--- src/rtl/clk_div_ctrl.sv ---
// Programmable clock-enable divider: emits a one-cycle tick and a divided level every
// cur_div cycles; ratio updates take effect only at period boundaries. Optional CLK_DIV_CTRL_CNT_EN adds period_cnt.
module clk_div_ctrl #(
  parameter int W           = 8,
  parameter int DEFAULT_DIV = 3
) (
  input  logic         clk,
  input  logic         reset,
  input  logic         start,
  input  logic         stop,
  input  logic         cfg_valid,
  input  logic [W-1:0] cfg_div,
  output logic         cfg_ready,
  output logic         cfg_err,
  output logic [W-1:0] cur_div,
  output logic         busy,
  output logic         tick,
  output logic         div_out
`ifdef CLK_DIV_CTRL_CNT_EN
  ,
  output logic [15:0]  period_cnt
`endif
);

  typedef enum logic [1:0] {
    ST_IDLE  = 2'd0,
    ST_RUN   = 2'd1,
    ST_DRAIN = 2'd2
  } state_t;

  localparam logic [W-1:0] ONE      = W'(1);
  localparam logic [W-1:0] TWO      = W'(2);
  localparam logic [W-1:0] DIV_INIT = W'(DEFAULT_DIV);

  state_t       state_reg, state_next;
  logic [W-1:0] cnt_reg, cnt_next;
  logic [W-1:0] cur_div_reg, cur_div_next;
  logic [W-1:0] pend_div_reg, pend_div_next;
  logic         pend_valid_reg, pend_valid_next;
  logic         tick_reg, tick_next;
  logic         div_out_reg, div_out_next;
  logic         busy_reg, busy_next;
  logic         cfg_ready_reg, cfg_ready_next;
  logic         cfg_err_reg, cfg_err_next;

  logic         active;
  logic         boundary;
  logic         cfg_fire;
  logic         cfg_legal;
  logic         running_next;

  always_comb begin
    state_next      = state_reg;
    cnt_next        = cnt_reg;
    cur_div_next    = cur_div_reg;
    pend_div_next   = pend_div_reg;
    pend_valid_next = pend_valid_reg;

    active    = (state_reg != ST_IDLE);
    boundary  = active && (cnt_reg == cur_div_reg - ONE);
    cfg_fire  = cfg_valid && cfg_ready_reg;
    cfg_legal = (cfg_div >= TWO);

    unique case (state_reg)
      ST_IDLE: begin
        if (start && !stop) state_next = ST_RUN;
      end
      ST_RUN: begin
        if (stop) state_next = ST_DRAIN;
      end
      ST_DRAIN: begin
        // A resume request wins over the drain boundary so ticks never stall.
        if (start) state_next = ST_RUN;
        else if (boundary) state_next = ST_IDLE;
      end
      default: state_next = ST_IDLE;
    endcase

    if (!active || state_next == ST_IDLE || boundary) cnt_next = '0;
    else cnt_next = cnt_reg + ONE;

    // A pending ratio was captured before this boundary, so it owns the next period.
    if (pend_valid_reg && boundary) begin
      cur_div_next    = pend_div_reg;
      pend_valid_next = 1'b0;
    end

    if (cfg_fire && cfg_legal) begin
      if (!active) begin
        cur_div_next = cfg_div;
      end else begin
        pend_div_next   = cfg_div;
        pend_valid_next = 1'b1;
      end
    end

    // Outputs are registered, so they are predicted from the next-cycle state.
    running_next   = (state_next != ST_IDLE);
    tick_next      = running_next && (cnt_next == cur_div_next - ONE);
    div_out_next   = running_next && (cnt_next < (cur_div_next >> 1));
    busy_next      = running_next;
    cfg_ready_next = !pend_valid_next;
    cfg_err_next   = cfg_fire && !cfg_legal;
  end

  always_ff @(posedge clk) begin
    if (reset) begin
      state_reg      <= ST_IDLE;
      cnt_reg        <= '0;
      cur_div_reg    <= DIV_INIT;
      pend_div_reg   <= '0;
      pend_valid_reg <= 1'b0;
      tick_reg       <= 1'b0;
      div_out_reg    <= 1'b0;
      busy_reg       <= 1'b0;
      cfg_ready_reg  <= 1'b1;
      cfg_err_reg    <= 1'b0;
    end else begin
      state_reg      <= state_next;
      cnt_reg        <= cnt_next;
      cur_div_reg    <= cur_div_next;
      pend_div_reg   <= pend_div_next;
      pend_valid_reg <= pend_valid_next;
      tick_reg       <= tick_next;
      div_out_reg    <= div_out_next;
      busy_reg       <= busy_next;
      cfg_ready_reg  <= cfg_ready_next;
      cfg_err_reg    <= cfg_err_next;
    end
  end

`ifdef CLK_DIV_CTRL_CNT_EN
  logic [15:0] period_cnt_reg;

  // Counts alongside the registered tick so the value already includes the visible tick.
  always_ff @(posedge clk) begin
    if (reset) period_cnt_reg <= '0;
    else if (tick_next) period_cnt_reg <= period_cnt_reg + 16'd1;
  end

  assign period_cnt = period_cnt_reg;
`endif

  assign cfg_ready = cfg_ready_reg;
  assign cfg_err   = cfg_err_reg;
  assign cur_div   = cur_div_reg;
  assign busy      = busy_reg;
  assign tick      = tick_reg;
  assign div_out   = div_out_reg;

endmodule

--- config.mk ---
export PLATFORM = sky130hd
export DESIGN_NAME = clk_div_ctrl
export DESIGN_NICKNAME = d
export VERILOG_FILES = /design/src/rtl/clk_div_ctrl.sv
export SDC_FILE = /design/constraint.sdc
export NUM_CORES = 1
export LEC_CHECK = 0
export BUFFER_PORTS_ARGS = -buffer_cell sky130_fd_sc_hd__buf_2
export CORE_MARGIN = 4
export CORE_UTILIZATION = 58
export CTS_CLUSTER_SIZE = 14
export DETAILED_ROUTE_END_ITERATION = 10
export PLACE_DENSITY = 0.83
export REMOVE_ABC_BUFFERS = 1
export SYNTH_ARGS = -nofsm -noshare
export SYNTH_HDL_FRONTEND = slang
export SYNTH_SLANG_ARGS = --single-unit
--- constraint.sdc ---
create_clock -name clk -period 3.55 [get_ports clk]
set_input_delay 0.5325 -clock clk [delete_from_list [all_inputs] [get_ports clk]]
set_output_delay 0.5325 -clock clk [all_outputs]
set_load 0.02 [all_outputs]
# After elaboration in Yosys (flattened, before gate mapping)
# Index checks and enable logic that the tools add are counted.
[word_totals]
regBits = 32
inputBits = 13
elab_cells = 50
[op_classes]
n_addsub = 3
n_lt_le_gt_ge = 2
n_eq_ne = 4
muxes = 12
n_reduce_logical = 19
[op_table]
columns = ["cell", "count"]
rows = [
  ["$mux W8", 4],
  ["$eq A8 B8 Y1", 2],
  ["$sub A8 B1 Y8 const B", 2],
  ["$add A8 B1 Y8 const B", 1],
  ["$ge A8 B2 Y1 const B", 1],
  ["$logic_and A1 B1 Y1", 8],
  ["$lt A8 B7 Y1", 1],
  ["$mux W2", 4],
  ["$pmux W2 S3", 1],
  ["$logic_not A1 Y1", 4],
  ["$logic_not A2 Y1", 2],
  ["$reduce_bool A2 Y1", 2],
  ["$mux W1", 3],
  ["$eq A2 B1 Y1 const B", 1],
  ["$eq A2 B2 Y1 const B", 1],
  ["$logic_or A1 B1 Y1", 2],
  ["$reduce_and A2 Y1", 1],
]

# Logic depth before layout (Yosys ltp)
[logic_depth]
ltp_word = 12
ltp_mapped = 16

# Worst setup path before layout
# No wires, ideal clock.
[synth_path]
path_kind = "flip-flop to flip-flop"
start = "register cur_div_reg[0], in the netlist cur_div[0]"
end = "register tick_reg, in the netlist tick"
arrival_ps = 3190
required_time_ps = 3462
slack_ps = 272
path_stages_with_launch = 16
path_buffers = 0
period_less_slack_ps = 3278
cell_sequence = "dfxtp_1 inv_1 ha_1 nor3b_1 xnor2_1 o2111ai_1 nor3_1 a31oi_1 a21oi_1 inv_1 ha_1 nand2b_1 a211o_1 a21oi_1 o22ai_1 nor4_2"
[synth_between]
elab_chain_len = 12
word_cells_on_any_way = 18
cone_classes = "add/sub: 2; eq/ne: 2; mux: 7; reduce/logical: 7"
[synth_lines]
columns = ["element", "line", "source"]
rows = [
  ["start, declared", "37", "logic [W-1:0] cur_div_reg, cur_div_next;"],
  ["start signal, assigned", "121", "cur_div_reg <= cur_div_next;"],
  ["parallel branches: the longest is 11 deep, another holds $sub A8 B1 Y8", "-", ""],
  ["$logic_and A1 B1 Y1 (*)", "99", "tick_next = running_next && (cnt_next == cur_div_next - ONE);"],
  ["end signal, assigned", "124", "tick_reg <= tick_next;"],
  ["end, declared", "40", "logic tick_reg, tick_next;"],
]
# Mark *: on every way between the ends.
# A chain may end at the register's enable or synchronous reset.

# Worst setup path after layout
[layout_path]
start = "register cur_div_reg[1], in the netlist cur_div[1]"
end = "register div_out_reg, in the netlist div_out"
[layout_between]
elab_chain_len = 12
word_cells_on_any_way = 17
cone_classes = "add/sub: 1; order compare: 1; eq/ne: 1; mux: 7; reduce/logical: 7"
[layout_lines]
columns = ["element", "line", "source"]
rows = [
  ["$sub A8 B1 Y8", "60", "boundary = active && (cnt_reg == cur_div_reg - ONE);"],
  ["$eq A8 B8 Y1", "60", ""],
  ["$logic_and A1 B1 Y1", "60", ""],
  ["$mux W2", "74", "else if (boundary) state_next = ST_IDLE;"],
  ["$mux W2", "73", "if (start) state_next = ST_RUN;"],
  ["$pmux W2 S3", "64", "unique case (state_reg)"],
  ["$logic_not A2 Y1", "79", "if (!active || state_next == ST_IDLE || boundary) cnt_next = '0;"],
  ["$logic_or A1 B1 Y1 (2 in a row)", "79", ""],
  ["$mux W8", "79", ""],
  ["$lt A8 B7 Y1", "100", "div_out_next = running_next && (cnt_next < (cur_div_next >> 1));"],
  ["$logic_and A1 B1 Y1 (*)", "100", ""],
  ["end signal, assigned", "125", "div_out_reg <= div_out_next;"],
  ["end, declared", "41", "logic div_out_reg, div_out_next;"],
]
# Every way passes the cells marked *; elsewhere a longest branch is shown, timed or not.

==> flow_summary.ini <==
[worst_setup_path]
worstSetupEndpointType = register
cpMaxStageDelayCell = dfxtp_1
startpoint_type = register
worstPathCellList = inv_1 -> ha_1 -> o211ai_1 -> o2111ai_2 -> or2_1 -> nor3_4 -> mux2i_1 -> o21ai_2 -> inv_1 -> ha_1 -> o21a_1 -> o21ai_0 -> nor2_1 -> nor3_1 -> o311a_1
max_stage_delay_ns = 0.43
cp_num_cells = 15
crit_required_ns = 3.84
r2r_cells = 15
critical_path.top_delay_family = compound AO/OA/AOI/OAI gates
path_buf_inv = 2
worstReg2RegEnd = div_out
r2r-start = cur_div[1]
critPathLaunch = cur_div[1]
cp.arrival_ns = 3.60
worstPathMaxFanout = 6
criticalPathCategory = register to register
r2r_slack_ns = 0.24

[global_route]
busiest_layer = met2
grt_pass1_wl_um = 8650
gr-usage-met1_pct = 31.9
groute.usage.overall_pct = 24.9
grt_max_degree = 30
grt_pass1_vias = 1894
met2_usage_pct = 41.9
use_met3_pct = 4.93
grt_remaining_overflow = 0
antenna_found_initial = 0

[drt]
wl_um = 5180
drt_iter0_drc = 152
num_vias = 1959
dr.pass1.iters = 4
routedWlPerCell_um = 15.9
avgViaCountPerCell = 6.01
detail-route-antenna-nets = 0
drc_errors = 0

[sta]
finalHoldViolations = 0
worst_pin_slew_ns = 0.912
max_freq_mhz = 302
finalClockSkew_ns = 0.00875
finalCritPeriodShare_pct = 93.2
slew_violations = 0
fin_crit_ns = 3.31
setup_viol = 0
hold-worst-slack_ns = 0.453
slew_headroom_pct = 39.1

[synthesis]
syn_avg_cell_area_um2 = 8.33
synth.distinct_cells = 52
syn_inst = 251
synth_edf_count = 0
synth_top_flop_cell = dfxtp_1
yosys_warnings = 0
yosysSeqAreaShare_pct = 30.6
async_flop_share_pct = 0
synth_seq_cells = 32
syn_area_mm2 = 0.00209

[placed_design]
dp_hpwl_um = 4030
dp_cells = 318
placed_cell_area_mm2 = 0.00227
io_buffers = 25
gp_congestion = 0.915

[final_layout]
final_common_cell = nor2_1
antennaDiodeCount = 0
fin_nets = 302
drive_gt1_share_pct = 20.4
layout_common_cells = nor2_1, dfxtp_1, buf_2, nor3_1, nand2_1
fin_cells = 326
final_cell_area_mm2 = 0.00235
syn_to_final_growth_pct = 12.5

[hold_path]
holdCritPathClass = input port to register
whs_endpoint = cfg_err
hold_start = cfg_valid
min_path_cells = 3

[run_status]
status = completed

[die]
die-area_mm2 = 0.00463
num_rows = 21
die-height_um = 68.1
io_pins = 26
core_area_mm2 = 0.00342
die_x_um = 68.1
start_util_pct = 61.2

[power]
p_per_area_mw_per_mm2 = 370
vdd_ir_drop_max_v = 0.000249
p_leak_nw = 0.975

[flow_run]
drv_cap = 0

[clock_network]
cts-buffers-inserted = 5
clkSinkCount = 32
root_buffer = clkbuf_4
htreeDepth = 2
cts_tree = done
worstSkewPairLatency_ns = 0.34
clockBufferDepth = 2
ctsHoldBuffers = 0
clk_pin_slew_ns = 0.10
-- cell type report --
type / count / area (um2)
clock buffer: 7 / 65.1
tap: 46 / 57.6
sequential: 32 / 642
inverter: 10 / 37.5
multi-input combinational: 199 / 1370
timing repair buffer: 32 / 178
fill: 283 / 1060
-- worst max path at each step --
| stage | slack (ns) | to |
|---|---|---|
| 3_5_place_dp | 0.16 | div_out |
| 6_report | 0.24 | div_out |
| 5_1_grt | -0.004 | div_out |
| 2_1_floorplan | 0.27 | tick |
| 3_3_place_gp | 0.22 | div_out |
| 4_1_cts | 0.12 | div_out |
-- cell families after synthesis --
family	share of synthesized area, %
adders and majority gates	5.38
DFF	30.6
xor gates and xnor gates	10.0
muxes	4.78
and+or+nand+nor	25.2
buffers and inverters	3.95
AOI/OAI and AO/OA	20.0
-- synthesized netlist by cell type (4+ instances only) --
master	number	area share [%]
a21oi_1	11	2.6
a31oi_1	5	1.5
and2_1	4	1.2
and3_1	6	1.8
clkbuf_1	9	1.6
dfxtp_1	32	31
ha_1	9	5.4
inv_1	10	1.8
mux2i_1	10	4.8
nand2_1	14	2.5
nand3_1	6	1.4
nor2_1	34	6.1
nor3_1	14	3.3
o21ai_0	9	2.2
xnor2_1	11	4.6
xor2_1	13	5.4
-- layer usage --
layer	routed length [um]	vias up
met2	2530	71
li1	-	948
met5	0	-
met1	2230	931
met3	325	9
met4	98	0
-- power breakdown --
part	internal (mW)	switching [mW]	total [mW]
Clock	0.112	0.124	0.236
Sequential	0.374	0.0189	0.393
Combinational	0.0941	0.147	0.241
-- what timing repair did --
action                                  CTS  global route
gates resized for setup                   0             2
endpoints found under the setup margin    0             2
hold endpoints to repair                  0             0
setup buffers                             0             1
-- worst reg2reg max path, cell delays in order (launching register included) --
cell and delay, ns:
dfxtp_1 0.43, inv_1 0.07, ha_1 0.22, o211ai_1 0.21, o2111ai_2 0.16, or2_1 0.35
nor3_4 0.30, mux2i_1 0.13, o21ai_2 0.23, inv_1 0.09, ha_1 0.29, o21a_1 0.11
o21ai_0 0.24, nor2_1 0.09, nor3_1 0.15, o311a_1 0.18
-- through the flow --
step	total power, mW	setup TNS (ns)	utilization (%)	setup slack [ns]
3_3_place_gp	0.629	0	66.6	0.220
2_1_floorplan	0.561	0	-	0.272
6_report	0.871	0	68.9	0.243
4_1_cts	0.867	0	68.5	0.121
5_1_grt	0.920	-0.00414	68.9	-0.00414
3_5_place_dp	0.635	0	66.6	0.156
Note: power is estimated with default switching activity, not from simulation.
